`src/rtl/divider_requester.sv`:
```
// divider_requester: initiator side of the iterative-divider channel interface.
// Accepts one (lhs, rhs) command, offers the operands on two independent
// valid/ready channels, collects the quotient (or times out) and returns
// {result, timeout, div_zero} on the response channel. One command in flight.
// Late results arriving while idle are consumed and counted in stale_cnt.
//
// Ports:
//   clk, rst                          clock, async active-low reset
//   cmd_lhs/cmd_rhs/cmd_vld/cmd_rdy   command channel
//   divider__lhs[_vld/_rdy]           dividend channel to divider
//   divider__rhs[_vld/_rdy]           divisor channel to divider
//   divider__result[_vld/_rdy]        quotient channel from divider
//   rsp_result/rsp_timeout/rsp_div_zero/rsp_vld/rsp_rdy  response channel
//   stale_cnt                         saturating count of dropped late results
module divider_requester #(
  parameter int unsigned W       = 4,
  parameter int unsigned TIMEOUT = 64
) (
  input  logic         clk,
  input  logic         rst,
  input  logic [W-1:0] cmd_lhs,
  input  logic [W-1:0] cmd_rhs,
  input  logic         cmd_vld,
  output logic         cmd_rdy,
  output logic [W-1:0] divider__lhs,
  output logic         divider__lhs_vld,
  input  logic         divider__lhs_rdy,
  output logic [W-1:0] divider__rhs,
  output logic         divider__rhs_vld,
  input  logic         divider__rhs_rdy,
  input  logic [W-1:0] divider__result,
  input  logic         divider__result_vld,
  output logic         divider__result_rdy,
  output logic [W-1:0] rsp_result,
  output logic         rsp_timeout,
  output logic         rsp_div_zero,
  output logic         rsp_vld,
  input  logic         rsp_rdy,
  output logic [7:0]   stale_cnt
);

  localparam int unsigned TW = (TIMEOUT > 1) ? $clog2(TIMEOUT) : 1;
  localparam int unsigned CW = 8;

  typedef enum logic [1:0] {IDLE, SEND, WAIT_RES, RESP} state_e;

  state_e         state_q, state_d;
  logic           cmd_rdy_q, cmd_rdy_d;
  logic [W-1:0]   lhs_q, lhs_d;
  logic           lhs_vld_q, lhs_vld_d;
  logic [W-1:0]   rhs_q, rhs_d;
  logic           rhs_vld_q, rhs_vld_d;
  logic           res_rdy_q, res_rdy_d;
  logic [W-1:0]   rsp_result_q, rsp_result_d;
  logic           rsp_timeout_q, rsp_timeout_d;
  logic           rsp_div_zero_q, rsp_div_zero_d;
  logic           rsp_vld_q, rsp_vld_d;
  logic [CW-1:0]  stale_q, stale_d;
  logic [TW-1:0]  timer_q, timer_d;

  // Handshake qualifiers shared by both combinational processes
  logic cmd_fire, lhs_pend, rhs_pend, res_fire, timer_exp, rsp_fire;
  assign cmd_fire  = cmd_vld & cmd_rdy_q;
  assign lhs_pend  = lhs_vld_q & ~divider__lhs_rdy;
  assign rhs_pend  = rhs_vld_q & ~divider__rhs_rdy;
  assign res_fire  = divider__result_vld & res_rdy_q;
  assign timer_exp = (timer_q == TW'(TIMEOUT - 1));
  assign rsp_fire  = rsp_vld_q & rsp_rdy;

  // State register
  always_ff @(posedge clk or negedge rst) begin
    if (!rst) state_q <= IDLE;
    else      state_q <= state_d;
  end

  // Next-state logic
  always_comb begin
    state_d = state_q;
    case (state_q)
      IDLE:     if (cmd_fire) state_d = SEND;
      SEND:     if (!lhs_pend && !rhs_pend) state_d = WAIT_RES;
      WAIT_RES: if (res_fire || timer_exp) state_d = RESP;
      RESP:     if (rsp_fire) state_d = IDLE;
      default:  state_d = IDLE;
    endcase
  end

  // Output and datapath next values; handshake flags follow the next state
  always_comb begin
    cmd_rdy_d      = (state_d == IDLE);
    res_rdy_d      = (state_d == IDLE) || (state_d == WAIT_RES);
    rsp_vld_d      = (state_d == RESP);
    lhs_d          = lhs_q;
    lhs_vld_d      = lhs_vld_q;
    rhs_d          = rhs_q;
    rhs_vld_d      = rhs_vld_q;
    rsp_result_d   = rsp_result_q;
    rsp_timeout_d  = rsp_timeout_q;
    rsp_div_zero_d = rsp_div_zero_q;
    stale_d        = stale_q;
    timer_d        = timer_q;
    case (state_q)
      IDLE: begin
        if (cmd_fire) begin
          lhs_d          = cmd_lhs;
          rhs_d          = cmd_rhs;
          lhs_vld_d      = 1'b1;
          rhs_vld_d      = 1'b1;
          rsp_div_zero_d = (cmd_rhs == '0);
        end
        // A result seen while idle belongs to an aborted command
        if (res_fire && (stale_q != {CW{1'b1}})) stale_d = stale_q + CW'(1);
      end
      SEND: begin
        lhs_vld_d = lhs_pend;
        rhs_vld_d = rhs_pend;
        timer_d   = '0;
      end
      WAIT_RES: begin
        timer_d = timer_q + TW'(1);
        // A result on the expiry cycle takes priority over the timeout
        if (res_fire) begin
          rsp_result_d  = divider__result;
          rsp_timeout_d = 1'b0;
        end else if (timer_exp) begin
          rsp_result_d  = '0;
          rsp_timeout_d = 1'b1;
        end
      end
      default: ;
    endcase
  end

  // Registered outputs and datapath
  always_ff @(posedge clk or negedge rst) begin
    if (!rst) begin
      cmd_rdy_q      <= 1'b0;
      lhs_q          <= '0;
      lhs_vld_q      <= 1'b0;
      rhs_q          <= '0;
      rhs_vld_q      <= 1'b0;
      res_rdy_q      <= 1'b0;
      rsp_result_q   <= '0;
      rsp_timeout_q  <= 1'b0;
      rsp_div_zero_q <= 1'b0;
      rsp_vld_q      <= 1'b0;
      stale_q        <= '0;
      timer_q        <= '0;
    end else begin
      cmd_rdy_q      <= cmd_rdy_d;
      lhs_q          <= lhs_d;
      lhs_vld_q      <= lhs_vld_d;
      rhs_q          <= rhs_d;
      rhs_vld_q      <= rhs_vld_d;
      res_rdy_q      <= res_rdy_d;
      rsp_result_q   <= rsp_result_d;
      rsp_timeout_q  <= rsp_timeout_d;
      rsp_div_zero_q <= rsp_div_zero_d;
      rsp_vld_q      <= rsp_vld_d;
      stale_q        <= stale_d;
      timer_q        <= timer_d;
    end
  end

  assign cmd_rdy             = cmd_rdy_q;
  assign divider__lhs        = lhs_q;
  assign divider__lhs_vld    = lhs_vld_q;
  assign divider__rhs        = rhs_q;
  assign divider__rhs_vld    = rhs_vld_q;
  assign divider__result_rdy = res_rdy_q;
  assign rsp_result          = rsp_result_q;
  assign rsp_timeout         = rsp_timeout_q;
  assign rsp_div_zero        = rsp_div_zero_q;
  assign rsp_vld             = rsp_vld_q;
  assign stale_cnt           = stale_q;

endmodule

```
`config.mk`:
```
export PLATFORM = sky130hd
export DESIGN_NAME = divider_requester
export DESIGN_NICKNAME = d
export VERILOG_FILES = /design/src/rtl/divider_requester.sv
export SDC_FILE = /design/constraint.sdc
export NUM_CORES = 1
export LEC_CHECK = 0
export CORE_MARGIN = 4
export CORE_UTILIZATION = 30
export DETAILED_ROUTE_END_ITERATION = 7
export HOLD_SLACK_MARGIN = 0.08
export PLACE_DENSITY = 0.5
export SYNTH_ARGS = -nofsm -noshare
export SYNTH_HDL_FRONTEND = slang
export SYNTH_SLANG_ARGS = --single-unit
export TNS_END_PERCENT = 30
```
`constraint.sdc`:
```
create_clock -name clk -period 5 [get_ports clk]
set_clock_uncertainty 0.2 [all_clocks]
set_input_delay 1.25 -clock clk [delete_from_list [all_inputs] [get_ports clk]]
set_output_delay 1.25 -clock clk [all_outputs]
set_load 0.05 [all_outputs]
```
==> results.yml, run 1 <==
outcome:
  status: "finished, final reports clean"
synthesis:
  syn-num-nets: 193
  synth_seq_cells: 35
  synth.distinct_cells: 34
  synthCells: 168
  syn_area_sq_mm: 0.00164
  avgSynthCellArea_sq_um: 9.79
  yosysWarnings: 0
  ys_seq_area_share_pct: 53.3
setup_path:
  cp_data_required_time_ns: 3.55
  worstPathArrival_ns: 1.58
  start_kind: "flop"
  crit_family: "buffers and inverters"
  cp_slowest_cell: "clkdlybuf4s50_1"
  critPathKind: "flop to output pin"
  cp_slowest_stage_delay_ns: 0.84
  reg2reg_slack_ns: 2.72
  setup.worst_path.start: "stale_cnt[3]"
  cp_cell_sequence: "clkdlybuf4s50_1"
  path_buf_inv: 1
  reg2reg_to: "divider__rhs_vld"
  regToRegStartpoint: "state_q[0]"
  r2r_cells: 6
  critPathCaptureType: "output pin"
  path_max_fanout: 6
finish:
  fin_util_pct: 43.0
  ff_latch_area_sq_um: 876
  area_delta_synth_final_pct: 36.1
  antennaDiodeCount: 0
  layout-drive-gt1-share_pct: 7.41
  multiInputGateArea_sq_um: 709
  fin_nets: 240
  nFillCells: 497
sta:
  fmax_mhz: 330
  slew_viol_final: 0
  fin_crit_sh_pct: 60.5
  worst_slew_pin_slew_ns: 0.527
  rsz0062_at_grt: "false"
  fin_ws_ns: 1.97
  relSlewSlack_pct: 64.8
  setup_viol: 0
  finalHoldViolCount: 0
  min_period_ns: 3.03
  tns_ns: 0
worst_hold_path:
  min_from: "divider__lhs[1]"
  hold_path_depth: 2
  hp-class: "flop to flop"
  whs_endpoint: "divider__lhs[1]"
run:
  maxCapViolCount: 0
cts:
  insertion_delay_ns: 0.28
  cts.repair.resized: 0
  cts_setup_buffers: 0
  ctsLongestPathBuffers: 2
  clkSinkCount: 35
  cts-root-buf: "clkbuf_8"
  cts_tree: "done"
  numCtsBuffers: 5
  htree_levels: 2
  clk_pin_slew_worst_paths_ns: 0.07
  holdBufCountCts: 0
placed_design:
  hpwl_mm: 2.83
  port_buffers: 45
  place.gp.congestion: 0.779
  pre_cts_ws_ns: 1.92
floorplan:
  num_io_pins: 46
  die_h_microns: 82.0
  core_region_area_sq_mm: 0.00520
  dieArea_sq_mm: 0.00673
  rows: 26
  die_width_microns: 82.0
  start_util_pct: 31.6
route:
  wl_met1_mm: 1.59
  routed_via_density: 4.56
  vias: 1303
  avgRoutedWirePerCell_microns: 13.1
  postRouteAntennaNets: 0
  route.met3.wl_microns: 195
  finalWirelength_mm: 3.74
  remaining_drc_errors: 0
  drtIter0Drc: 56
  top_layer_used: "met4"
  wl_met2_mm: 1.90
  first_pass_iters: 4
grt:
  grt_pass1_vias: 1344
  grt_usage_pct: 12.1
  grt_max_degree: 36
  grt_pass1_wl_mm: 6.25
  overflow: 0
  antenna_found_initial: 0
power:
  leakagePower_uw: 0.00101
  ir_worst_vdd_mv: 0.252
  power_density_mw_per_mm2: 635
  finalPower_uw: 1420
Yosys cell counts (all sizes together):
cell type	instances	area share, %
o21ai	10	3.0
o2111ai	1	1.6
a21boi	1	0.46
ha	6	4.6
clkbuf	2	0.46
mux2	1	0.91
nand3	10	3.0
buf	4	1.5
and3	2	0.76
o21a	1	0.46
o221ai	1	0.53
xor2	7	3.7
a21o	1	0.46
a21oi	5	1.5
o41ai	1	0.99
mux2i	1	0.61
nor3	6	2.1
o21ba	1	0.61
or2	4	1.5
a22oi	2	0.91
nor2b	3	1.1
xnor2	1	0.53
nor2	8	1.8
inv	7	1.6
nand2	43	9.8
or3	1	0.38
or4	1	0.46
nand4	2	1.1
dfrtp	35	53
worst register-to-register path, stage by stage, from the launching register on:
cell	delay [ns]
dfrtp_1	0.41
inv_1	0.11
ha_1	0.38
nand3_1	0.45
nand2_1	0.24
a21oi_1	0.08
or2_2	0.29
cells in the final DEF (no fill, tap or decap), types with 2 or more instances in the layout:
cell type,Yosys,final
dfrtp_1,35,35
nor2b_1,3,3
nor2_1,8,8
ha_1,6,6
o21ai_0,10,10
clkbuf_1,2,2
clkbuf_8,0,5
xor2_1,7,7
nand2_1,43,43
and3_1,2,2
clkdlybuf4s50_1,0,45
inv_1,7,7
nor3_1,5,5
or2_2,3,3
nand3_1,10,10
a21oi_1,5,5
a22oi_1,2,2
how the worst max path moves through the flow:
| stage | depth (start not counted) | endpoint | slack, ns |
|---|---|---|---|
| final | 1 | stale_cnt[3] | 1.97 |
| after global routing | 1 | stale_cnt[2] | 1.90 |
| after CTS | 1 | stale_cnt[2] | 1.95 |
| after detailed placement | 5 | divider__lhs_vld | 1.92 |
| after global placement | 5 | divider__rhs_vld | 2.00 |
| after floorplan | 4 | state_q[0] | 2.68 |
through the flow:
step | hold slack [ns] | cell area (sq um) | instances
global placement | 0.264 | 2160 | 278
finish | 0.280 | 2240 | 286
floorplan | 0.278 | 1640 | 168
global route | 0.324 | 2240 | 286
CTS | 0.286 | 2240 | 286
detailed placement | 0.270 | 2160 | 278
flip-flops by register name (all words and copies together), names as in the netlist, 2 cells and up:
register      count
timer_q           6
divider__rhs      4
stale_cnt         8
rsp_result        4
divider__lhs      4
state_q           2
routing by layer:
metal	GRT usage [%]	up-vias
met1	14.3	624
met2	20.8	26
met4	4.32	0
li1	-	648
met3	3.62	5
met5	0	-
power breakdown:
| group | total [uW] | internal (uW) | switching (uW) | leakage, uW |
|---|---|---|---|---|
| logic | 773 | 267 | 506 | 0.000528 |
| clock network | 193 | 97.6 | 95.0 | 0.0000422 |
| registers | 456 | 377 | 79.0 | 0.000444 |
cell type report:
class / instances / share of cell area [%]
Inverter: 7 / 1.17
Tap cell: 70 / 3.91
Multi-Input combinational cell: 120 / 31.7
Timing Repair Buffer: 46 / 20.5
Clock inverter: 1 / 0.224
Sequential cell: 35 / 39.1
Clock buffer: 7 / 3.41
logic make-up (layout without fill, tap and decap cells):
kind of cell | after synthesis | count (layout) | synth area share, %
muxes | 2 | 2 | 1.52
xor gates and xnor gates | 8 | 8 | 4.26
DFF | 35 | 35 | 53.3
buffers and inverters | 13 | 61 | 3.58
and+or+nand+nor | 80 | 80 | 22.2
AOI/OAI and AO/OA | 24 | 24 | 10.6
adders and majority gates | 6 | 6 | 4.57
Power figures use the tool's default switching activity.
==> inputs of run 2 (changes only) <==
--- a/config.mk
+++ b/config.mk
@@ -9,7 +9,7 @@
 export CORE_UTILIZATION = 30
 export DETAILED_ROUTE_END_ITERATION = 7
 export HOLD_SLACK_MARGIN = 0.08
-export PLACE_DENSITY = 0.5
+export PLACE_DENSITY = 0.52
 export SYNTH_ARGS = -nofsm -noshare
 export SYNTH_HDL_FRONTEND = slang
 export SYNTH_SLANG_ARGS = --single-unit
==> constraint.sdc (replaced) <==
create_clock -name clk -period 2.75 [get_ports clk]
set_clock_uncertainty 0.2 [all_clocks]
set_input_delay 0.6875 -clock clk [delete_from_list [all_inputs] [get_ports clk]]
set_output_delay 0.6875 -clock clk [all_outputs]
set_load 0.05 [all_outputs]
==> run 2 against run 1 <==
Compared with the run above:
- worst setup slack lost 1.7 ns
- hold slack lost 0.0018 ns
- register-to-register slack lost 2.0 ns
- sequential power grew 81%
- die area is the same
- critical endpoint unchanged
- largest power group unchanged
==> results.yml, run 2 (synthesis gave the netlist of run 1 again) <==
grt:
  grt_usage_pct: 11.7
  grt_pass1_wl_mm: 5.96
  grt_max_degree: 36
  antenna_found_initial: 0
  overflow: 0
  grt_pass1_vias: 1263
cts:
  numCtsBuffers: 5
  cts_tree: "done"
  insertion_delay_ns: 0.28
  cts-root-buf: "clkbuf_8"
  clk_pin_slew_worst_paths_ns: 0.07
  ctsLongestPathBuffers: 2
  htree_levels: 2
  cts.repair.resized: 0
  clkSinkCount: 35
  cts_setup_buffers: 0
  holdBufCountCts: 0
run:
  maxCapViolCount: 0
route:
  vias: 1331
  avgRoutedWirePerCell_microns: 12.9
  drtIter0Drc: 44
  routed_via_density: 4.65
  first_pass_iters: 4
  postRouteAntennaNets: 0
  remaining_drc_errors: 0
  finalWirelength_mm: 3.68
placed_design:
  hpwl_mm: 2.78
  port_buffers: 45
  pre_cts_ws_ns: 0.485
  place.gp.congestion: 0.803
  dp.cells: 278
finish:
  fin_util_pct: 42.9
  layout.cells.non_filler: 286
  fin_nets: 240
  area_delta_synth_final_pct: 35.8
  layout-drive-gt1-share_pct: 7.87
  final_common_cell: "clkdlybuf4s50_1"
  antennaDiodeCount: 0
  largest_register_ffs: 8
  final_cell_mix: "clkdlybuf4s50_1, nand2_1, dfrtp_1"
sta:
  hold_slack_ns: 0.278
  fmax_mhz: 406
  slew_viol_final: 0
  tns_ns: 0
  setup_viol: 0
  min_period_ns: 2.47
  rsz0062_at_grt: "false"
  relSlewSlack_pct: 48.0
  fin_ws_ns: 0.284
  fin_crit_sh_pct: 89.7
  worst_slew_pin_slew_ns: 0.781
  finalHoldViolCount: 0
power:
  p_comb_share_pct: 54.5
  clockPowerShare_pct: 13.6
  power.switching_uw: 1240
  ir_worst_vdd_mv: 0.470
  leakagePower_uw: 0.00101
  p_sw_share_pct: 47.8
  power_frac_seq_pct: 31.9
  p_int_uw: 1350
  power_density_mw_per_mm2: 1160
worst_hold_path:
  hp-class: "flop to flop"
setup_path:
  path_max_fanout: 6
  start_kind: "flop"
  critPathCaptureType: "output pin"
  cp_slowest_stage_delay_ns: 0.84
  path_buf_inv: 1
  cp_cell_sequence: "clkdlybuf4s50_1"
  crit_family: "buffers and inverters"
  cp_data_required_time_ns: 1.86
  cp_slowest_cell: "clkdlybuf4s50_1"
  critPathKind: "flop to output pin"
  worstPathArrival_ns: 1.58
floorplan:
  core_region_area_sq_mm: 0.00520
  start_util_pct: 31.6
  die_width_microns: 82.0
  die_h_microns: 82.0
  dieArea_sq_mm: 0.00673
  num_io_pins: 46
  rows: 26
outcome:
  status: "finished, final reports clean"
## run 2: cell types whose count changed in the layout (fill, tap and decap cells not counted), sizes merged
cell	change
buf	+1
clkdlybuf4s50	-1
## run 2: cell type report
type	instances	area [sq um]
repair buffers	46	453
clock buffers	7	76.3
inverters	7	26.3
multi-input cells	120	709
fillers	510	2970
flip-flops and latches	35	876
clock inverters	1	5.00
well taps	70	87.6
## run 2: worst paths after layout
check                           startpoint          endpoint  slack [ns]  depth (start not counted)
setup / recovery              stale_cnt[3]      stale_cnt[3]        0.28                          1
hold / removal             divider__rhs[3]   divider__rhs[3]        0.28                          2
setup reg to reg                state_q[0]           rsp_vld        0.74                          6
hold reg to reg            divider__rhs[3]   divider__rhs[3]        0.28                          2
max in group asynchronous              rst  divider__lhs_vld        1.57                          1
min in group asynchronous              rst        timer_q[4]        0.29                          1
## run 2: per-layer routing
metal | vias up | track usage (%) | share of wire [%]
met2 | 38 | 18.6 | 47
met5 | - | 0 | 0
li1 | 651 | - | -
met1 | 635 | 15.0 | 45
met4 | 0 | 4.98 | 1.8
met3 | 7 | 3.07 | 5.7
## run 2: through the flow
step	area (sq um)	total power (uW)
after floorplan	1640	1800
after global placement	2150	2240
after detailed placement	2150	2270
after CTS	2230	2630
after global routing	2230	2770
final	2230	2590
## run 2: power groups by stage
stage / logic (uW) / registers [uW] / clock network, uW
floorplan: 446 / 1350 / 0
global placement: 1410 / 832 / 0
global route: 1530 / 857 / 388
CTS: 1430 / 831 / 370
detailed placement: 1430 / 839 / 0
finish: 1410 / 827 / 352
## run 2: worst reg2reg max path, cell delays in order (launching register included)
cell and delay [ns]:
dfrtp_1 0.41, inv_1 0.12, ha_1 0.46, nand3_1 0.13, nor2_1 0.29, o21ba_2 0.23, o21a_1 0.13
